$ cat src/rtl/datapath_pkg.sv
// ----------------------------------------------------------------------------
// datapath_pkg
//   Shared encodings for the self-sequencing datapath: host command codes,
//   B-operand shift codes, ALU operation codes and the FSM state encoding.
//   first_state() maps an accepted command to the first non-IDLE state.
// ----------------------------------------------------------------------------
package datapath_pkg;

   typedef enum logic [1:0] {
      CMD_MOVI = 2'b00,
      CMD_ALU  = 2'b01,
      CMD_CMP  = 2'b10,
      CMD_MOV  = 2'b11
   } cmd_e;

   typedef enum logic [1:0] {
      SH_NONE = 2'b00,
      SH_LSL1 = 2'b01,
      SH_LSR1 = 2'b10,
      SH_ASR1 = 2'b11
   } shift_e;

   typedef enum logic [1:0] {
      ALU_ADD  = 2'b00,
      ALU_SUB  = 2'b01,
      ALU_AND  = 2'b10,
      ALU_NOTB = 2'b11
   } alu_op_e;

   typedef enum logic [2:0] {
      ST_IDLE = 3'd0,
      ST_LDA  = 3'd1,
      ST_LDB  = 3'd2,
      ST_EXEC = 3'd3,
      ST_WB   = 3'd4
   } state_e;

   // MOVI skips straight to writeback, MOV skips the A load,
   // ALU and CMP walk the full operand-load sequence.
   function automatic state_e first_state(input cmd_e c);
      case (c)
         CMD_MOVI: return ST_WB;
         CMD_MOV:  return ST_LDB;
         default:  return ST_LDA;
      endcase
   endfunction

endpackage

$ cat src/rtl/datapath_regfile.sv
// ----------------------------------------------------------------------------
// datapath_regfile
//   NREGS x WIDTH register file, asynchronously cleared, one synchronous
//   write port and three combinational read ports.
// Ports
//   clk, rst_n            clock, asynchronous active-low clear
//   we, waddr, wdata      write port
//   ra_addr / ra_data     read port A (operand A source)
//   rb_addr / rb_data     read port B (operand B source)
//   rdbg_addr / rdbg_data debug read port
// ----------------------------------------------------------------------------
module datapath_regfile
   import datapath_pkg::*;
#(
   parameter int WIDTH = 16,
   parameter int NREGS = 8,
   localparam int RAW  = $clog2(NREGS)
) (
   input  logic             clk,
   input  logic             rst_n,
   input  logic             we,
   input  logic [RAW-1:0]   waddr,
   input  logic [WIDTH-1:0] wdata,
   input  logic [RAW-1:0]   ra_addr,
   output logic [WIDTH-1:0] ra_data,
   input  logic [RAW-1:0]   rb_addr,
   output logic [WIDTH-1:0] rb_data,
   input  logic [RAW-1:0]   rdbg_addr,
   output logic [WIDTH-1:0] rdbg_data
);

   logic [WIDTH-1:0] words [NREGS];

   // One flop word per register so each gets its own async clear and
   // decoded write enable.
   for (genvar gi = 0; gi < NREGS; gi++) begin : g_word
      logic [WIDTH-1:0] word_q;

      always_ff @(posedge clk or negedge rst_n) begin
         if (!rst_n) begin
            word_q <= '0;
         end else if (we && (waddr == RAW'(gi))) begin
            word_q <= wdata;
         end
      end

      assign words[gi] = word_q;
   end

   assign ra_data   = words[ra_addr];
   assign rb_data   = words[rb_addr];
   assign rdbg_data = words[rdbg_addr];

endmodule

$ cat src/rtl/datapath_seq.sv
// ----------------------------------------------------------------------------
// datapath_seq
//   Self-sequencing datapath: register file, A/B operand registers, B-side
//   shifter, ALU, C result register and Z/N/V status. An internal FSM
//   (IDLE, LDA, LDB, EXEC, WB) walks each host command accepted on a
//   start/done handshake.
// Ports
//   clk, rst_n            clock, asynchronous active-low reset
//   start                 command request, taken only while IDLE
//   cmd                   MOVI / ALU / CMP / MOV
//   rd, rn, rm            destination, A-source, B-source registers
//   shift, alu_op         B shift and ALU operation
//   datapath_in           MOVI immediate
//   busy                  FSM not in IDLE
//   done                  one-cycle completion pulse
//   datapath_out          C register
//   Z_out, N_out, V_out   status register
//   dbg_readnum/dbg_data  combinational debug read of the register file
// ----------------------------------------------------------------------------
module datapath_seq
   import datapath_pkg::*;
#(
   parameter int WIDTH = 16,
   parameter int NREGS = 8,
   localparam int RAW  = $clog2(NREGS)
) (
   input  logic             clk,
   input  logic             rst_n,
   input  logic             start,
   input  logic [1:0]       cmd,
   input  logic [RAW-1:0]   rd,
   input  logic [RAW-1:0]   rn,
   input  logic [RAW-1:0]   rm,
   input  logic [1:0]       shift,
   input  logic [1:0]       alu_op,
   input  logic [WIDTH-1:0] datapath_in,
   output logic             busy,
   output logic             done,
   output logic [WIDTH-1:0] datapath_out,
   output logic             Z_out,
   output logic             N_out,
   output logic             V_out,
   input  logic [RAW-1:0]   dbg_readnum,
   output logic [WIDTH-1:0] dbg_data
);

   state_e           state_q, state_d;
   cmd_e             cmd_q, cmd_d;
   shift_e           shift_q, shift_d;
   alu_op_e          alu_op_q, alu_op_d;
   logic [RAW-1:0]   rd_q, rd_d, rn_q, rn_d, rm_q, rm_d;
   logic [WIDTH-1:0] imm_q, imm_d;
   logic [WIDTH-1:0] a_q, a_d, b_q, b_d, c_q, c_d;
   logic             z_q, z_d, n_q, n_d, v_q, v_d;
   logic             done_q, done_d;

   logic             rf_we;
   logic [WIDTH-1:0] rf_wdata, ra_data, rb_data;

   logic [WIDTH-1:0] sh_b, op_a, alu_res;
   logic             alu_v;
   alu_op_e          eff_op;

   datapath_regfile #(
      .WIDTH (WIDTH),
      .NREGS (NREGS)
   ) u_regfile (
      .clk       (clk),
      .rst_n     (rst_n),
      .we        (rf_we),
      .waddr     (rd_q),
      .wdata     (rf_wdata),
      .ra_addr   (rn_q),
      .ra_data   (ra_data),
      .rb_addr   (rm_q),
      .rb_data   (rb_data),
      .rdbg_addr (dbg_readnum),
      .rdbg_data (dbg_data)
   );

   // Shifter on B, then ALU. MOV sees A as zero and always adds; CMP
   // always subtracts.
   always_comb begin
      case (shift_q)
         SH_LSL1: sh_b = {b_q[WIDTH-2:0], 1'b0};
         SH_LSR1: sh_b = {1'b0, b_q[WIDTH-1:1]};
         SH_ASR1: sh_b = {b_q[WIDTH-1], b_q[WIDTH-1:1]};
         default: sh_b = b_q;
      endcase

      op_a   = (cmd_q == CMD_MOV) ? '0 : a_q;
      eff_op = alu_op_q;
      if (cmd_q == CMD_CMP) eff_op = ALU_SUB;
      if (cmd_q == CMD_MOV) eff_op = ALU_ADD;

      alu_res = '0;
      alu_v   = 1'b0;
      case (eff_op)
         ALU_ADD: begin
            alu_res = op_a + sh_b;
            alu_v   = (op_a[WIDTH-1] == sh_b[WIDTH-1]) &&
                      (alu_res[WIDTH-1] != op_a[WIDTH-1]);
         end
         ALU_SUB: begin
            alu_res = op_a - sh_b;
            alu_v   = (op_a[WIDTH-1] != sh_b[WIDTH-1]) &&
                      (alu_res[WIDTH-1] != op_a[WIDTH-1]);
         end
         ALU_AND:  alu_res = op_a & sh_b;
         default:  alu_res = ~sh_b;
      endcase
   end

   // Next-state and datapath load control.
   always_comb begin
      state_d  = state_q;
      cmd_d    = cmd_q;
      shift_d  = shift_q;
      alu_op_d = alu_op_q;
      rd_d     = rd_q;
      rn_d     = rn_q;
      rm_d     = rm_q;
      imm_d    = imm_q;
      a_d      = a_q;
      b_d      = b_q;
      c_d      = c_q;
      z_d      = z_q;
      n_d      = n_q;
      v_d      = v_q;
      done_d   = 1'b0;
      rf_we    = 1'b0;
      rf_wdata = c_q;

      case (state_q)
         ST_IDLE: begin
            if (start) begin
               cmd_d    = cmd_e'(cmd);
               shift_d  = shift_e'(shift);
               alu_op_d = alu_op_e'(alu_op);
               rd_d     = rd;
               rn_d     = rn;
               rm_d     = rm;
               imm_d    = datapath_in;
               state_d  = first_state(cmd_e'(cmd));
            end
         end
         ST_LDA: begin
            a_d     = ra_data;
            state_d = ST_LDB;
         end
         ST_LDB: begin
            b_d     = rb_data;
            state_d = ST_EXEC;
         end
         ST_EXEC: begin
            z_d = (alu_res == '0);
            n_d = alu_res[WIDTH-1];
            v_d = alu_v;
            if (cmd_q == CMD_CMP) begin
               state_d = ST_IDLE;
               done_d  = 1'b1;
            end else begin
               c_d     = alu_res;
               state_d = ST_WB;
            end
         end
         ST_WB: begin
            rf_we    = 1'b1;
            rf_wdata = (cmd_q == CMD_MOVI) ? imm_q : c_q;
            state_d  = ST_IDLE;
            done_d   = 1'b1;
         end
         default: state_d = ST_IDLE;
      endcase
   end

   always_ff @(posedge clk or negedge rst_n) begin
      if (!rst_n) begin
         state_q  <= ST_IDLE;
         cmd_q    <= CMD_MOVI;
         shift_q  <= SH_NONE;
         alu_op_q <= ALU_ADD;
         rd_q     <= '0;
         rn_q     <= '0;
         rm_q     <= '0;
         imm_q    <= '0;
         a_q      <= '0;
         b_q      <= '0;
         c_q      <= '0;
         z_q      <= 1'b0;
         n_q      <= 1'b0;
         v_q      <= 1'b0;
         done_q   <= 1'b0;
      end else begin
         state_q  <= state_d;
         cmd_q    <= cmd_d;
         shift_q  <= shift_d;
         alu_op_q <= alu_op_d;
         rd_q     <= rd_d;
         rn_q     <= rn_d;
         rm_q     <= rm_d;
         imm_q    <= imm_d;
         a_q      <= a_d;
         b_q      <= b_d;
         c_q      <= c_d;
         z_q      <= z_d;
         n_q      <= n_d;
         v_q      <= v_d;
         done_q   <= done_d;
      end
   end

   assign busy         = (state_q != ST_IDLE);
   assign done         = done_q;
   assign datapath_out = c_q;
   assign Z_out        = z_q;
   assign N_out        = n_q;
   assign V_out        = v_q;

endmodule

$ cat config.mk
export PLATFORM = sky130hd
export DESIGN_NAME = datapath_seq
export DESIGN_NICKNAME = d
export VERILOG_FILES = /design/src/rtl/datapath_pkg.sv /design/src/rtl/datapath_regfile.sv /design/src/rtl/datapath_seq.sv
export SDC_FILE = /design/constraint.sdc
export NUM_CORES = 1
export LEC_CHECK = 0
export ABC_CLOCK_PERIOD_IN_PS = 10100
export BUFFER_PORTS_ARGS = -buffer_cell sky130_fd_sc_hd__buf_2
export CORE_UTILIZATION = 40
export CTS_CLUSTER_SIZE = 10
export DETAILED_ROUTE_END_ITERATION = 7
export SKIP_CTS_REPAIR_TIMING = 1
export SKIP_LAST_GASP = 1
export SYNTH_ARGS = -nofsm -noshare
export SYNTH_HDL_FRONTEND = slang
export SYNTH_HIERARCHICAL = 1
export SYNTH_SLANG_ARGS = --single-unit
$ cat constraint.sdc
create_clock -name clk -period 10.1 [get_ports clk]
set_input_delay 1.515 -clock clk [delete_from_list [all_inputs] [get_ports clk]]
set_output_delay 1.515 -clock clk [all_outputs]
set_load 0.005 [all_outputs]
Word-level counts from Yosys, hierarchy flattened

Cells that the tools add are included.

Register bits: 214

Add/sub/neg operators: 2
Order comparisons: 3
Equal/unequal tests: 24
Multiplexer cells: 24
Bitwise gates (word level): 6
Reductions and logical operators: 19

Operators by type and width:

| cell                                                             | number |
|---|---|
| 16-bit binary-select mux with 3-bit select                       | 3 |
| 16-bit two-way mux                                               | 9 |
| 16-bit case mux with 3 select lines                              | 2 |
| 16-bit adder                                                     | 1 |
| 16-bit bitwise AND                                               | 1 |
| 16-bit logical NOT                                               | 1 |
| 16-bit inverter                                                  | 1 |
| 16-bit subtractor                                                | 1 |
| 3-bit == test (second input constant)                            | 5 |
| 2-bit == test (second input constant)                            | 6 |
| 3-bit by 2-bit == test with 1-bit output (second input constant) | 4 |
| 4-bit >= comparator (second input constant)                      | 3 |
| 3-bit inverter with 4-bit output                                 | 3 |
| 3-bit case mux with 4 select lines                               | 1 |
| 1-bit logical AND                                                | 10 |
| 3-bit by 1-bit == test with 1-bit output (second input constant) | 2 |
| 2-bit logical NOT                                                | 3 |
| 3-bit logical NOT                                                | 2 |
| 3-bit two-way mux                                                | 2 |
| 3-bit case mux with 2 select lines                               | 1 |
| 2-bit by 1-bit == test with 1-bit output (second input constant) | 2 |
| 2-bit two-way mux                                                | 2 |
| 1-bit case mux with 2 select lines                               | 2 |
| 2-bit AND reduction                                              | 2 |
| 6 further kinds                                                  | 9 |

Longest topological paths before layout

Depth in word-level cells: 6
Mapped depth: 17

Cells and area by module

The synthesis kept the hierarchy.

Modules (own cells, without submodules):

| module           | instances | cells each | area an instance (µm²) | seq. area each (µm²) |
|---|---|---|---|---|
| datapath_regfile | 1         | 450        | 8071.5                 | 3203.1 |
| datapath_seq     | 1         | 643        | 6067.1                 | 2152.1 |

Least setup slack after synthesis

Ideal clock, no wire load.

Kind: input to output
Start: input port dbg_readnum[0]
End: output port dbg_data[1]
Data arrival time: 2.566 ns
Data required time: 8.585 ns
Slack: 6.019 ns
Cell stages on the path: 4
Buffers on the path: 2
Cell sequence: buf_6 -> buf_6 -> mux4_1 -> mux2_2

Longest elaborated chain between the ends: 4

Ends and longest elaborated chain:

| what                                                   | RTL line               | source |
|---|---|---|
| from (decl)                                            | datapath_seq.sv:43     | `input logic [RAW-1:0] dbg_readnum,` |
| 3-bit inverter with 4-bit output (implied by the code) | datapath_regfile.sv:52 | `assign rdbg_data = words[rdbg_addr];` |
| 16-bit binary-select mux with 3-bit select             | datapath_regfile.sv:52 |  |
| 16-bit two-way mux (implied by the code) (2 in a row)  | datapath_regfile.sv:52 |  |
| to (decl)                                              | datapath_seq.sv:44     | `output logic [WIDTH-1:0] dbg_data` |

Every way passes these cells. The select of a mux whose other input is x is not followed.

Worst setup path in the final report

Start: input port dbg_readnum[0]
End: output port dbg_data[11]

Same word-level chain as after synthesis.

==> impl_metrics.tcl <==
set metrics [dict create \
    cp_max_fo 32 \
    rows 68 \
    drive_gt1_frac 0.3548 \
    area.growth.synth_to_final_pct 9.213 \
    route.antenna.remaining_nets 0 \
    antenna_cells 0 \
    grt_pass1_wl_microns 58610 \
    max_freq_mhz 202.2 \
    switching_share 0.4194 \
    io_buffer_count 73 \
    final_max_slew_viol_count 0 \
    route.layer.met1.wl_microns 17060 \
    ctsHtreeMaxLevel 1 \
    cp-end-kind "output pin" \
    design.final.nets 1203 \
    timing.hold.worst.class "reg -> reg" \
    layout.core_utilization 0.4459 \
    drt_drc_violations_left 0 \
    ir_worst_vdd_mv 0.1779 \
    netSwitchingPower_mw 2.159 \
    clockRootBuffer "clkbuf_16" \
    clock_power_share 0.163 \
    powerDensity_nw_per_um2 333.3 \
    required_ps 8590 \
    io_pins 74 \
    final_hold_viol_count 0 \
    path_delay_family "multiplexers" \
    leakage_nw 7.462 \
    drt-total-wl_microns 37110 \
    grt_max_degree 94 \
    synthesis.area_sq_um 14140 \
    internal_power_consumption_mw 2.988 \
    grt_util_all_layers 0.2096 \
    dieHeight_microns 190.0 \
    rsz_0062_raised_after_global_routing "false" \
    routedWlPerCell_microns 23.33 \
    critical_path_buf_inv_count 2 \
    floorplan.die.width_microns 190.0 \
    grt_pass1_vias 9674 \
    clk_buf_depth 3 \
    synth_cells 1093 \
    multiInputGateArea_sq_um 8193 \
    fp.dieArea_sq_um 36100 \
    vias 9524 \
    endpoints_failing_setup 0 \
    main_flop_type_after_synthesis "dfrtp_1" \
    synth_fp_nets 1168 \
    layout_worst_path_cycle_share 0.4896 \
    yosysWarningCount 6 \
    setup_total_negative_slack_ps 0 \
    min_period_ps 4945 \
    antenna_found_initial 0 \
    vias_per_cell 5.986 \
    dp_hpwl_microns 24510 \
    timing.setup.critical_path_class "in -> out" \
    setup.worst_path.start_class "primary input" \
    synth.ff_latch_count 214 \
    power.sequential.fraction 0.315 \
    syn_area_per_cell_sq_um 12.94 \
    core_area_sq_um 34630 \
    drt_first_pass_iters 8 \
    synth_cell_type_count 78 \
    numClockSinks 214 \
    post_synth_edffs 0 \
    clock_tree_from_tritoncts "built" \
    reg_area_sq_um 5359 \
    initial_core_util 0.4083 \
    first_iter_violations 574 \
    clk_pin_slew_worst_paths_ps 60 \
    cp.arrival_ps 3430 \
    numCtsBuffers 26 \
    share_comb_of_total_power 0.521 \
    maxCapViolCount 0 \
    clock_latency_late_sink_ps 530 \
    routed-wl-met2_microns 17680 \
    outcome "completed" \
    fillCellCount 3096 \
    timing_worst_slew_pin_value_ps 1116 \
    crit_path_max_incr_delay_ps 780 \
    path_common_cell "buf_2" \
    critical-path-slowest-cell "buf_2" \
    globalRouteOverflowTotal 0 \
    synthArstFlopShare 1.000 \
    maxUsedRoutingLayer "met4" \
    gp_congestion 0.9242 \
    finalClockSkew_ps 17.60 \
    sequential_share_of_the_synthesized_area 0.3788 \
    timing.critical_path.cells "buf_2, mux4_1, mux2_2, buf_2" \
    wl_met3_microns 1637 \
    max_slew_margin 0.2557 \
]
[synth_stat cells (all sizes together) (7+ instances only)]
cell type | count | area [sq um]
mux2 | 255 | 2872
dfrtp | 214 | 5355
mux4 | 96 | 2477
nand2 | 67 | 251.5
o21ai | 50 | 250.2
buf | 46 | 352.8
nor2 | 46 | 172.7
inv | 38 | 142.6
ha | 36 | 450.4
a21oi | 33 | 180.2
clkbuf | 29 | 142.6
mux2i | 19 | 190.2
and2 | 16 | 100.1
nor3 | 13 | 65.06
xnor2 | 11 | 96.34
nand3 | 10 | 50.05
nand2b | 8 | 50.05
a2111oi | 7 | 93.85
a211oi | 7 | 57.55
[per-layer routing]
layer  up-vias  GRT usage
met5         -          0
met4         0    0.04249
met3        60    0.02214
met2       266     0.3463
met1      4918     0.2976
li1       4280          -
[final timing paths]
path | cells after the start | slack, ps | end | start
max | 4 | 5160 | dbg_data[11] | dbg_readnum[0]
max reg2reg | 14 | 5700 | Z_out | shift_q[0]
min | 2 | 470 | Z_out | Z_out
min reg2reg | 2 | 470 | Z_out | Z_out
min in group asynchronous | 1 | 990 | u_regfile/g_word[0].word_q[8] | rst_n
max in group asynchronous | 2 | 7660 | a_q[12] | rst_n
[layout make-up]
type / instances / share of cell area
inverter: 38 / 0.009237
clock buffer: 35 / 0.04700
clock inverter: 1 / 0.0005672
sequential: 214 / 0.3471
tap: 455 / 0.03687
multi-input combinational: 766 / 0.5306
timing repair buffer: 82 / 0.02868
[state kept, by name (all words and copies together), names as in the netlist, 16 cells and up]
register and count:
u_regfile/g_word.word_q 128, a_q 16, b_q 16, datapath_out 16, imm_q 16
[through the flow]
stage / power (mW) / area, sq um / hold WS [ps] / cells / setup WS, ps
after floorplan: 3.617 / 14140 / 462.8 / 1093 / 6019
after global placement: 4.253 / 14710 / 464.3 / 1555 / 5212
after detailed placement: 4.289 / 14710 / 464.0 / 1555 / 5142
after CTS: 5.157 / 15440 / 478.2 / 1591 / 5139
after global routing: 5.492 / 15440 / 503.4 / 1591 / 5063
final: 5.146 / 15440 / 465.4 / 1591 / 5155
[layout by cell type, fill, tap and decap left out, drive strengths merged, types with 5 or more instances in the layout]
cell     instances
nor2            46
nand2           67
inv             39
mux2i           19
a221oi           5
dfrtp          214
a2111oi          7
buf             82
nor3            13
a21oi           33
mux4            96
mux2           255
o22ai            6
and2            16
ha              36
o31ai            6
nand3           10
xnor2           11
or3              6
o21ai           50
clkbuf          35
a211oi           7
nand2b           8
[worst register-to-register path, stage by stage, from the launching register on]
cell	delay (ps)
dfrtp_1	880
mux2i_1	260
nor2_1	50
a21oi_1	260
inv_1	80
ha_1	480
nor3_1	140
a2111oi_4	520
a21oi_4	150
a221oi_1	350
xnor2_1	170
o22ai_1	140
a2111oi_1	590
nand4_1	170
nand2_1	90
[logic make-up after synthesis]
group                      Yosys count  synth area share
muxes                              370            0.3918
DFF                                214            0.3788
and+or+nand+nor                    191           0.06841
xor gates and xnor gates            13          0.008053
buffers and inverters              113           0.04513
AOI/OAI and AO/OA                  154           0.07319
adders and majority gates           38           0.03469
[power groups by stage]
stage	Clock, mW	Sequential [mW]	Combinational, mW
after global placement	0	1.62	2.63
after detailed placement	0	1.63	2.66
final	0.841	1.62	2.68
after floorplan	0	1.34	2.28
after CTS	0.864	1.62	2.67
after global routing	0.900	1.68	2.91
Note: power is estimated with default switching activity, not from simulation.
